### config.mk
export PLATFORM = sky130hd
export DESIGN_NAME = fdd_mfm_tx
export DESIGN_NICKNAME = d
export VERILOG_FILES = /design/src/rtl/fdd_mfm_tx_pkg.sv /design/src/rtl/fdd_mfm_tx_mfm_encode.sv /design/src/rtl/fdd_mfm_tx.sv
export SDC_FILE = /design/constraint.sdc
export NUM_CORES = 1
export LEC_CHECK = 0
export BUFFER_PORTS_ARGS = -buffer_cell sky130_fd_sc_hd__buf_2
export CAP_MARGIN = 40
export CORE_ASPECT_RATIO = 0.7
export CORE_MARGIN = 2
export CORE_UTILIZATION = 36
export DETAILED_ROUTE_END_ITERATION = 8
export GPL_TIMING_DRIVEN = 0
export PLACE_DENSITY = 0.65
export SYNTH_ARGS = -nofsm -noshare
export SYNTH_HDL_FRONTEND = slang
export SYNTH_SLANG_ARGS = --single-unit
### constraint.sdc
create_clock -name fclk -period 1.6 [get_ports fclk]
set_input_delay 0.24 -clock fclk [delete_from_list [all_inputs] [get_ports fclk]]
set_output_delay 0.24 -clock fclk [all_outputs]
set_load 0.05 [all_outputs]
### src/rtl/fdd_mfm_tx_pkg.sv
// Shared constants and types for the MFM read-data pulse generator.
package fdd_mfm_tx_pkg;
    localparam int CELL_CLKS_DEF  = 56;
    localparam int PULSE_CLKS_DEF = 8;

    typedef enum logic [1:0] {
        MARK_NONE = 2'b00,
        MARK_A1   = 2'b01,
        MARK_C2   = 2'b10
    } mark_e;

    localparam logic [7:0] GAP_BYTE = 8'h4E;
    localparam int A1_MISSING_BIT   = 5;
    localparam int C2_MISSING_BIT   = 7;

    typedef struct packed {
        logic [7:0] data;
        logic [1:0] mark;
    } hold_t;
endpackage

### src/rtl/fdd_mfm_tx_mfm_encode.sv
// Pure combinational MFM encoder: one byte plus the previous data bit to a
// 16-cell codeword, c7 in bit 15 down to d0 in bit 0.
module mfm_encode
    import fdd_mfm_tx_pkg::*;
(
    input  logic [7:0]  data,
    input  logic        prev,
    input  logic [1:0]  mark,
    output logic [15:0] cw
);
    logic [8:0] ext;

    always_comb begin
        ext = {prev, data};
        cw  = '0;
        for (int i = 0; i < 8; i++) begin
            cw[2*i]   = ext[i];
            cw[2*i+1] = ~(ext[i+1] | ext[i]);
        end
        // Sync marks drop one clock pulse so they cannot occur in normal data.
        if (mark == MARK_A1) begin
            cw[A1_MISSING_BIT] = 1'b0;
        end else if (mark == MARK_C2) begin
            cw[C2_MISSING_BIT] = 1'b0;
        end
    end
endmodule

### src/rtl/fdd_mfm_tx.sv
// Floppy read-data emulator: serialises bytes as MFM cells and emits an
// active-low pulse at the start of every 1 cell.
module fdd_mfm_tx
    import fdd_mfm_tx_pkg::*;
#(
    parameter int CELL_CLKS  = CELL_CLKS_DEF,
    parameter int PULSE_CLKS = PULSE_CLKS_DEF
) (
    input  logic       fclk,
    input  logic       rst_n,
    input  logic       ena,
    input  logic [7:0] din,
    input  logic [1:0] din_mark,
    input  logic       din_valid,
    output logic       din_ready,
    output logic       rdat_n,
    output logic       byte_strobe,
    output logic       underrun,
    output logic       busy
);
    localparam int CNT_W = $clog2(CELL_CLKS);
    localparam logic [CNT_W-1:0] CNT_LAST  = CNT_W'(CELL_CLKS - 1);
    localparam logic [CNT_W-1:0] PULSE_END = CNT_W'(PULSE_CLKS);

    logic             ena_q, ena_d;
    hold_t            hold_q, hold_d;
    logic             hold_full_q, hold_full_d;
    logic [15:0]      shift_q, shift_d;
    logic             prev_q, prev_d;
    logic [CNT_W-1:0] cnt_q, cnt_d;
    logic [3:0]       idx_q, idx_d;
    logic             rdat_n_q, rdat_n_d;
    logic             din_ready_q, din_ready_d;
    logic             byte_strobe_q, byte_strobe_d;
    logic             underrun_q, underrun_d;

    logic [7:0]  enc_data;
    logic [1:0]  enc_mark;
    logic [15:0] enc_cw;
    logic        accept, boundary, load, bnd_next;

    assign enc_data = hold_full_q ? hold_q.data : GAP_BYTE;
    assign enc_mark = hold_full_q ? hold_q.mark : MARK_NONE;

    mfm_encode u_enc (
        .data (enc_data),
        .prev (prev_q),
        .mark (enc_mark),
        .cw   (enc_cw)
    );

    always_comb begin
        accept   = din_valid & din_ready_q;
        boundary = ena_q & (idx_q == 4'd15) & (cnt_q == CNT_LAST);
        load     = ena & (~ena_q | boundary);

        ena_d         = ena;
        hold_d        = hold_q;
        hold_full_d   = hold_full_q;
        shift_d       = shift_q;
        prev_d        = prev_q;
        cnt_d         = cnt_q;
        idx_d         = idx_q;
        rdat_n_d      = 1'b1;
        byte_strobe_d = 1'b0;
        underrun_d    = 1'b0;

        if (!ena) begin
            hold_d      = '0;
            hold_full_d = 1'b0;
            shift_d     = '0;
            prev_d      = 1'b0;
            cnt_d       = '0;
            idx_d       = '0;
        end else begin
            if (load) begin
                shift_d       = enc_cw;
                prev_d        = enc_data[0];
                cnt_d         = '0;
                idx_d         = '0;
                hold_full_d   = 1'b0;
                byte_strobe_d = 1'b1;
                underrun_d    = ~hold_full_q;
            end else if (cnt_q == CNT_LAST) begin
                cnt_d   = '0;
                idx_d   = idx_q + 4'd1;
                shift_d = {shift_q[14:0], 1'b0};
            end else begin
                cnt_d = cnt_q + 1'b1;
            end
            // A byte taken on the boundary edge lands in holding while the
            // previously held byte moves into the shifter.
            if (accept) begin
                hold_d      = '{data: din, mark: din_mark};
                hold_full_d = 1'b1;
            end
            rdat_n_d = ~(shift_q[15] & (cnt_q < PULSE_END));
        end

        // Ready looks one cycle ahead so a full holding register can still
        // take a byte on the edge that empties it.
        bnd_next    = (idx_d == 4'd15) & (cnt_d == CNT_LAST);
        din_ready_d = ena & (~hold_full_d | bnd_next);
    end

    always_ff @(posedge fclk or negedge rst_n) begin
        if (!rst_n) begin
            ena_q         <= 1'b0;
            hold_q        <= '0;
            hold_full_q   <= 1'b0;
            shift_q       <= '0;
            prev_q        <= 1'b0;
            cnt_q         <= '0;
            idx_q         <= '0;
            rdat_n_q      <= 1'b1;
            din_ready_q   <= 1'b0;
            byte_strobe_q <= 1'b0;
            underrun_q    <= 1'b0;
        end else begin
            ena_q         <= ena_d;
            hold_q        <= hold_d;
            hold_full_q   <= hold_full_d;
            shift_q       <= shift_d;
            prev_q        <= prev_d;
            cnt_q         <= cnt_d;
            idx_q         <= idx_d;
            rdat_n_q      <= rdat_n_d;
            din_ready_q   <= din_ready_d;
            byte_strobe_q <= byte_strobe_d;
            underrun_q    <= underrun_d;
        end
    end

    assign din_ready   = din_ready_q;
    assign rdat_n      = rdat_n_q;
    assign byte_strobe = byte_strobe_q;
    assign underrun    = underrun_q;
    assign busy        = ena_q;
endmodule

### Word level (Yosys, flattened, before mapping)

Cells that the tools add are included.

| word-level totals | value |
|---|---|
| input bits | 14 |
| logic and storage cells | 79 |
| flip-flop bits (word level) | 43 |
| output and inout bits | 5 |

| cells by class | value |
|---|---|
| equal/unequal tests | 9 |
| muxes and demuxes | 26 |
| add/subtract/negate cells | 2 |
| magnitude comparators | 1 |
| bitwise logic cells | 29 |

Operators with widths:

| kind | count |
|---|---|
| 16-bit 2-to-1 mux | 3 |
| 10-bit 2-to-1 mux | 2 |
| 6-bit 2-to-1 mux | 3 |
| 1-bit 2-to-1 mux | 13 |
| 6-bit equality test, second input constant | 2 |
| 4-bit 2-to-1 mux | 3 |
| 1-bit inverter | 12 |
| 1-bit bitwise OR | 10 |
| 4-bit equality test, second input constant | 2 |
| 8-bit 2-to-1 mux | 1 |
| 1-bit bitwise AND | 7 |
| 6-bit by 1-bit adder with 6-bit output, second input constant | 1 |
| 6-bit by 4-bit less-than comparator with 1-bit output, second input constant | 1 |
| 4-bit by 1-bit adder with 4-bit output, second input constant | 1 |
| 2-bit by 1-bit != test with 1-bit output, second input constant | 2 |
| 3-bit by 1-bit != test with 1-bit output, second input constant | 1 |
| 2-bit by 1-bit equality test with 1-bit output, second input constant | 1 |
| 2-bit equality test, second input constant | 1 |
| 2-bit 2-to-1 mux | 1 |

### Depth between registers and ports, before layout

Gate-level depths: netlist (run 1).

| depth | value |
|---|---|
| depth after elaboration | 11 |
| depth in mapped cells | 7 |
| depth with buffers taken out | 5 |

### Cells and area by module

From an unflattened synthesis (run 1), not the netlist that was laid out.

| unflattened totals | value |
|---|---|
| cell total of the unflattened synthesis | 238 |
| area total of the unflattened synthesis | 2165.8 um^2 |

By module, submodules not included:

| module | cells each | area an instance (um^2) | instances | seq. area each (um^2) |
|---|---|---|---|---|
| fdd_mfm_tx | 220 | 2050.7 | 1 | 1077.3 |
| mfm_encode | 18 | 115.1 | 1 | 0.0 |

### Worst setup path after synthesis (run 1)

OpenSTA, ideal clock, no wires.

| timing path | value |
|---|---|
| kind | reg-to-reg |
| start point | reg ena_q (netlist: busy) |
| end point | reg din_ready_q (netlist: din_ready) |
| arrival | 1.645 ns |
| setup time | 0.077 ns |
| buffers on the path | 1 |
| cell stages (with the launch flop) | 6 |
| setup slack | -0.121 ns |
| data required time | 1.523 ns |
| clock period less this slack | 1.721 ns |
| cell sequence | dfrtp_1 nand2_1 clkbuf_1 nor4_1 o221ai_1 o21ai_1 |

| on the way | value |
|---|---|
| cells in the longest elaborated chain, start to end | 10 |
| elaborated cells on any way between the ends | 18 |
| those cells by class | eq/ne: 2; mux: 7; bitwise: 9 |

RTL lines:

| item | RTL line | source |
|---|---|---|
| from (decl) | fdd_mfm_tx.sv:25 | `logic ena_q, ena_d;` |
| from (signal assigned) | fdd_mfm_tx.sv:120 | `ena_q <= ena_d;` |
| 1-bit bitwise AND (2 in series) | fdd_mfm_tx.sv:54 | `boundary = ena_q & (idx_q == 4'd15) & (cnt_q == CNT_LAST);` |
| 1-bit bitwise OR (*) | fdd_mfm_tx.sv:55 | `load = ena & (~ena_q \| boundary);` |
| 1-bit bitwise AND (*) | fdd_mfm_tx.sv:55 |  |
| 6-bit 2-to-1 mux (tied with other cells) | fdd_mfm_tx.sv:76 | `if (load) begin` |
| 6-bit 2-to-1 mux (tied with other cells) | fdd_mfm_tx.sv:68 | `if (!ena) begin` |
| 6-bit equality test (tied with other cells) | fdd_mfm_tx.sv:102 | `bnd_next = (idx_d == 4'd15) & (cnt_d == CNT_LAST);` |
| 1-bit bitwise AND or 1-bit inverter (tied branches) | fdd_mfm_tx.sv:102, fdd_mfm_tx.sv:103 |  |
| 1-bit bitwise OR (*) | fdd_mfm_tx.sv:103 | `din_ready_d = ena & (~hold_full_d \| bnd_next);` |
| 1-bit bitwise AND (*) | fdd_mfm_tx.sv:103 |  |
| named net din_ready_d | fdd_mfm_tx.sv:33 | `logic din_ready_q, din_ready_d;` |
| to (signal assigned) | fdd_mfm_tx.sv:128 | `din_ready_q <= din_ready_d;` |
| to (decl) | fdd_mfm_tx.sv:33 |  |

The timed path passes the listed nets; every way through them passes the cells marked *.
A chain may end at the register's enable or synchronous reset.

### Worst setup path after layout (run 1)

| timing path | value |
|---|---|
| start point | reg idx_q[1] |
| end point | reg shift_q[9] |

| on the way | value |
|---|---|
| cells in the longest elaborated chain, start to end | 7 |
| elaborated cells on any way between the ends | 8 |
| those cells by class | eq/ne: 2; mux: 2; bitwise: 4 |

RTL lines:

| item | RTL line | source |
|---|---|---|
| from (decl) | fdd_mfm_tx.sv:31 | `logic [3:0] idx_q, idx_d;` |
| from (signal assigned) | fdd_mfm_tx.sv:126 | `idx_q <= idx_d;` |
| 4-bit equality test (*) | fdd_mfm_tx.sv:54 |  |
| 1-bit bitwise AND (*) (2 in series) | fdd_mfm_tx.sv:54 |  |
| 1-bit bitwise OR (*) | fdd_mfm_tx.sv:55 |  |
| 1-bit bitwise AND (*) | fdd_mfm_tx.sv:55 |  |
| 16-bit 2-to-1 mux | fdd_mfm_tx.sv:76 |  |
| 16-bit 2-to-1 mux | fdd_mfm_tx.sv:68 |  |
| to (signal assigned) | fdd_mfm_tx.sv:123 | `shift_q <= shift_d;` |
| to (decl) | fdd_mfm_tx.sv:28 | `logic [15:0] shift_q, shift_d;` |

Mark *: on every way between the ends. The rest lies on a longest branch, timed or not.

==> results of run 1 <==
[critical path, cell delays in order, from the launching register on]
cell and delay, ns:
dfrtp_2 0.40, ha_4 0.18, nand3_4 0.11, o31ai_4 0.32, buf_6 0.18, o211ai_1 0.10
a32o_1 0.26
[area by class of cell]
type	instances	share of cell area [%]
Timing Repair Buffer	40	10.4
Clock buffer	5	2.47
Sequential cell	43	38.9
Buffer	12	2.96
Inverter	6	0.943
Multi-Input combinational cell	158	39.4
Clock inverter	3	1.57
Tap cell	75	3.37
[placed cells by master (no fill, tap or decap), types with 2 or more instances in the layout]
master,instances
dfrtp_1,38
nand2_1,33
nor2_1,22
buf_2,21
a21oi_1,21
buf_4,17
buf_6,7
nand4_1,6
a21o_1,6
inv_1,5
clkbuf_8,5
nand3_1,4
and2_1,4
clkbuf_1,4
mux2i_1,4
dfrtp_2,4
xnor2_1,3
nor2_2,3
o2bb2ai_1,3
o21ai_0,3
and4_1,2
a21o_4,2
xor2_1,2
and3_4,2
a21oi_2,2
o211ai_1,2
nand2b_1,2
a32oi_1,2
o211a_1,2
a22o_1,2
ha_4,2
[metal layers]
layer | track usage, % | up-vias
li1 | - | 873
met2 | 24.5 | 73
met1 | 27.7 | 872
met5 | 0 | -
met3 | 3.63 | 8
met4 | 4.71 | 0
[per-stage QoR]
step / cells / TNS, ns / area [µm²] / utilization [%] / total power (W)
after floorplan: 218 / 0 / 2120 / - / 0.00133
after global placement: 311 / -3.16 / 2300 / 40.6 / 0.00141
after detailed placement: 312 / -3.48 / 2330 / 41.1 / 0.00143
after CTS: 329 / -0.103 / 2570 / 45.4 / 0.00229
after global routing: 342 / -1.31 / 2790 / 49.1 / 0.00242
final: 342 / -0.229 / 2790 / 49.1 / 0.00232
[report_power, final]
group	leakage, nW	switching [W]	internal, W
clock network	0.0581	0.000397	0.000465
registers	0.566	0.0000362	0.00113
logic	0.606	0.000170	0.000114
total	1.23	0.000603	0.00171
[flip-flops by register name, summed over array words and instances, names as in the netlist]
| name | count |
|---|---|
| underrun | 1 |
| hold_q | 10 |
| prev_q | 1 |
| cnt_q | 6 |
| din_ready | 1 |
| busy | 1 |
| idx_q | 4 |
| shift_q | 16 |
| hold_full_q | 1 |
| byte_strobe | 1 |
| rdat_n | 1 |
[what timing repair did]
item                                    4_1_cts  5_1_grt
pin swaps                                     5       12
hold buffers                                  1        0
buffers inserted                              7       11
endpoints found under the setup margin       29       26
resized for setup                            13       32
cloned                                        1        2
endpoints found under the hold margin        20        0
[cells by family (layout without fill, tap and decap cells)]
family,Yosys count,after routing,synth area share [%]
AO/OA/AOI/OAI,58,58,19.1
XOR/XNOR,5,5,2.08
AND/OR/NAND/NOR,88,89,20.4
flip-flops,43,43,51.3
multiplexers,4,4,1.91
buffers and inverters,18,66,4.05
adder cells (fa/ha/maj),2,2,1.19
[path summary, 6_finish.rpt]
kind	to	slack (ns)	cells after the start
setup / recovery	shift_q[9]	-0.06	6
hold / removal	busy	0.05	1
setup reg to reg	shift_q[9]	-0.06	6
hold reg to reg	rdat_n	0.46	1
max in group asynchronous	rdat_n	0.58	3
min in group asynchronous	cnt_q[1]	0.45	2
==> key figures, run 1 <==
Drt
  – Drt wl/cell: 16.7 µm
  – Final Routed Wirelength: around 5700 µm
  – TritonRoute pass-1 iters: 4
  – Wire length on met3: 408 µm
  – Routed length on met1: around 2800 µm
  – First DRT Iteration DRCs: 146
  – Vias per inst: 5.34
  – Via count: about 1800
  – ANT nets after route: 0
  – Uppermost routed layer: met4
  – # DRC: 0
  – Met2 WL post-DR: about 2400 µm

Logic synthesis
  – Distinct cells, synth: 47
  – Most instantiated cells after synthesis: dfrtp_1, nand2_1, nor2_1, a21oi_1, a21o_1
  – Dominant synthesized flop cell: dfrtp_1
  – Syn Nets: between 200 and 250
  – Cell area after synthesis: roughly 2100 µm²
  – Post-synth EDFFs: 0
  – Synth top area share: 50.0%
  – Flops & latches, synth: 43
  – Synth area leaders: dfrtp_1, nand2_1, a21oi_1
  – Mean Syn Cell Area: 9.64 µm²
  – Post-Synthesis Cells: 218
  – YS warnings: 0
  – Synth area leader: dfrtp_1
  – FFs w/ async S/R, synth: 100%
  – Top-count cell post-synth: dfrtp_1
  – Post-synthesis sequential area ratio: 51.3%

GRT
  – Largest net degree at the start of global routing: 24
  – Antenna violations before repair: 0
  – GRT overflow: 0
  – All-layer global routing usage: 17.7%
  – First-pass GRT wire length: 8580 µm
  – Vias in the first global route: approximately 1700

STA
  – Worst hold margin: 0.0550 ns
  – Crit path time final: ~1.7 ns
  – Setup WS post-layout: -0.0611 ns
  – Period utilization: 104%
  – RSZ-0062 raised after global routing: true
  – Slew Viols, Final: 0
  – Max-slew headroom at the worst pin: 64.0%
  – Worst Max-Slew Pin Slew: 0.541 ns
  – Final setup vio count: 8
  – Hold Fails Final Rpt: 0
  – Fmax: 602 MHz
  – Fin Clk Skew: 0.00461 ns

Cells and area
  – Multi-input logic area: 1100 µm²
  – Area Overhead vs Synth: 32.6%
  – FF/Latch Area: between 1000 and 1500 µm²
  – Filler cells: around 530
  – Share of cells above drive strength 1: around a third
  – Nets: 282
  – # diodes: 0

Clock tree
  – CTS buffer count: 5
  – Worst-Skew Late Latency: 0.30 ns
  – Sinks on the clock net: 43
  – Max clock buf depth: 2
  – H-tree depth: 2
  – Clock Pin Slew Worst Setup and Hold Paths: 0.09 ns
  – Root Driver: clkbuf_8
  – CTS tree: done

Floorplanning
  – Die footprint: 6470 µm²
  – Site row count: 23
  – Ports: 19
  – Core area: 5670 µm²
  – Die Height: just under 70 µm
  – Die W: 95.3 µm
  – Initial Utilization: 37.1%

Setup path
  – Setup crit start kind: register
  – Critical Path RT: 1.80 ns
  – Critical Path Start: idx_q[1]
  – Setup CP Type: register to register
  – Crit-path max FO: 6
  – Arr. time, crit path: 1.86 ns
  – CP Capture Type: register
  – Reg-to-reg startpoint: idx_q[1]

Hold path
  – HP Class: input port to register
  – Hold path startpoint: ena

Placement
  – Final Wtd Congestion: about 0.83
  – Post-DP HPWL: 3500 µm
  – Port Buffer Count: 18
  – Post-place setup slack: -0.249 ns

Run
  – Max Cap Viol: 0

Status
  – Outcome: finished, violations left
  – Failing checks: setup timing

Pwr
  – VDD IR max: approximately 440 µV
  – Lkg Pwr: around 1.2 nW
  – PwrDens: approximately 830 nW/µm²
Power figures use the tool's default switching activity.
==> run 2, diff against run 1 <==
--- a/config.mk
+++ b/config.mk
@@ -7,7 +7,6 @@
 export LEC_CHECK = 0
 export BUFFER_PORTS_ARGS = -buffer_cell sky130_fd_sc_hd__buf_2
 export CAP_MARGIN = 40
-export CORE_ASPECT_RATIO = 0.7
 export CORE_MARGIN = 2
 export CORE_UTILIZATION = 36
 export DETAILED_ROUTE_END_ITERATION = 8
==> run 2 against run 1 <==
Count of clock-buffer cells in the layout rose by 2; setup slack improved by 0.015 ns; the run still ends with setup timing left; cell area fell by 6.0%; flip-flop and latch count did not move; largest cell class is now flip-flops and latches; critical path type unchanged; highest routed layer unchanged.
==> key figures, run 2 (synthesized netlist as in run 1, its figures left out) <==
Setup path
  – Crit path largest cell delay: 0.40 ns
  – Setup CP Type: register to register
  – Buf/Inv on CP: 1
  – Arr. time, crit path: about 1.8 ns
  – Setup crit start kind: register
  – Worst-path cell chain: ha_4, nand4_4, o31ai_4, buf_6, o211ai_1, a32o_1
  – Reg2reg path depth: 6
  – Critical Path RT: approximately 1.8 ns
  – Flop2flop setup slack: -0.05 ns
  – Crit-path slowest cell: dfrtp_1
  – Crit-path max FO: 5
  – CP Capture Type: register
  – Crit-path leading delay family: compound AO/OA/AOI/OAI gates
  – Worst r2r dst: shift_q[9]
  – Reg-to-reg startpoint: cnt_q[1]

Floorplanning
  – Die Height: 80.4 µm
  – Site row count: 27
  – Die footprint: 6460 µm²
  – Initial Utilization: 37.7%
  – Ports: 19
  – Core area: ~5600 µm²
  – Die W: 80.4 µm

Cells and area
  – Area Overhead vs Synth: 24.7%
  – Largest regs: shift_q: 16 flops, hold_q: 10 flops, cnt_q: 6 flops
  – Largest register FFs: 16
  – # diodes: 0
  – Biggest register: shift_q
  – Most common cell after layout, fill and taps aside: dfrtp_1
  – Filler cells: 531
  – Share of cells above drive strength 1: around a quarter
  – Nets: 275
  – Most frequent cells in the layout: dfrtp_1, nand2_1, a21oi_1, buf_2, nor2_1

Drt
  – Final Routed Wirelength: roughly 5000 µm
  – TritonRoute pass-1 iters: 4
  – Drt wl/cell: 15.1 µm
  – Vias per inst: 5.22
  – # DRC: 0
  – ANT nets after route: 0
  – Via count: 1734
  – First DRT Iteration DRCs: approximately 150

Placement
  – Post-DP HPWL: 3330 µm
  – Post-place setup slack: -0.185 ns
  – Final Wtd Congestion: 0.814
  – Port Buffer Count: 18

STA
  – Hold Fails Final Rpt: 0
  – Max-slew headroom at the worst pin: 69.0%
  – Worst Max-Slew Pin Slew: about 0.46 ns
  – Fmax: just over 600 MHz
  – RSZ-0062 raised after global routing: true
  – Period utilization: 103%
  – Fin Clk Skew: 0.00665 ns
  – Worst hold margin: 0.0567 ns
  – Slew Viols, Final: 0
  – Final setup vio count: 6
  – Crit path time final: 1.65 ns
  – Setup WS post-layout: -0.0461 ns

Status
  – Failing checks: setup timing
  – Outcome: finished, violations left

Pwr
  – Lkg Pwr: 1.16 nW
  – PwrDens: 800 nW/µm²
  – Internal: ~0.0015 W
  – Power Total: about 0.0021 W
  – Switching share of total power: 26.6%
  – Clock share of power: between 30% and 40%
  – Flop pwr share: 55.7%
  – Comb power frac: roughly 12%
  – Psw: between 0.0005 and 0.0006 W
  – VDD IR max: 512 µV

GRT
  – First-pass GRT wire length: 8630 µm
  – Antenna violations before repair: 0
  – GRT overflow: 0
  – Largest net degree at the start of global routing: 29
  – All-layer global routing usage: 17.1%
  – Vias in the first global route: between 1500 and 2000

Clock tree
  – CTS tree: done
  – Root Driver: clkbuf_8
  – Sinks on the clock net: 43
  – H-tree depth: 2
  – CTS buffer count: 5
  – Max clock buf depth: 2
  – Clock Pin Slew Worst Setup and Hold Paths: 0.08 ns
  – Worst-Skew Late Latency: 0.30 ns

Hold path
  – HP Class: input port to register
  – Hold Path Cell Cnt: 1
  – Hold EP: busy
  – Hold path startpoint: ena

Run
  – Max Cap Viol: 0
==> run 2: cell type report <==
type                            instances  area, µm²  share of cell area, %
Buffer                                 12       72.6                   2.77
Inverter                                6       25.0                  0.956
Clock buffer                            7       76.3                   2.91
Multi-Input combinational cell        157       1040                   39.8
Timing Repair Buffer                   34        225                   8.60
Sequential cell                        43       1080                   41.3
Clock inverter                          1       5.00                  0.191
Tap cell                               72       90.1                   3.44
==> run 2: per-stage QoR <==
stage / std cells / cell area [µm²] / util [%] / TNS (ns)
6_report: 332 / 2620 / 47.0 / -0.171
3_3_place_gp: 308 / 2300 / 41.2 / -2.93
5_1_grt: 332 / 2620 / 47.0 / -1.37
4_1_cts: 327 / 2540 / 45.5 / -0.000173
3_5_place_dp: 309 / 2320 / 41.6 / -2.57
2_1_floorplan: 218 / 2120 / - / 0
==> run 2: power groups by stage <==
stage	sequential, W	clock, W	combinational, W
after detailed placement	0.00119	0	0.000235
after global routing	0.00117	0.000735	0.000288
final	0.00117	0.000672	0.000257
after CTS	0.00117	0.000696	0.000250
after global placement	0.00119	0	0.000227
after floorplan	0.00121	0	0.000123
==> run 2: worst max-delay path by stage <==
| stage | start | depth (start not counted) | end | slack, ns |
|---|---|---|---|---|
| floorplan | cnt_q[0] | 6 | shift_q[9] | 0.003 |
| global placement | cnt_q[0] | 6 | din_ready | -0.20 |
| detailed placement | idx_q[1] | 6 | shift_q[9] | -0.19 |
| CTS | cnt_q[1] | 6 | shift_q[13] | -0.0002 |
| global route | cnt_q[1] | 6 | shift_q[9] | -0.12 |
| finish | cnt_q[1] | 6 | shift_q[9] | -0.05 |
==> run 2: what timing repair did <==
| action | CTS | global route |
|---|---|---|
| pin swaps | 4 | 1 |
| gates resized for setup | 14 | 14 |
| hold buffers | 1 | 0 |
| buffers inserted | 8 | 5 |
| endpoints found under the setup margin | 29 | 22 |
| endpoints found under the hold margin | 15 | 0 |
| gates cloned | 1 | 0 |
==> run 2: routing by layer <==
| layer | up-vias | track usage [%] | part of all wire, % |
|---|---|---|---|
| met5 | - | 0 | 0 |
| met4 | 0 | 4.92 | 1.1 |
| met3 | 5 | 3.48 | 4.7 |
| met2 | 37 | 27.6 | 49 |
| met1 | 839 | 23.2 | 46 |
| li1 | 853 | - | - |
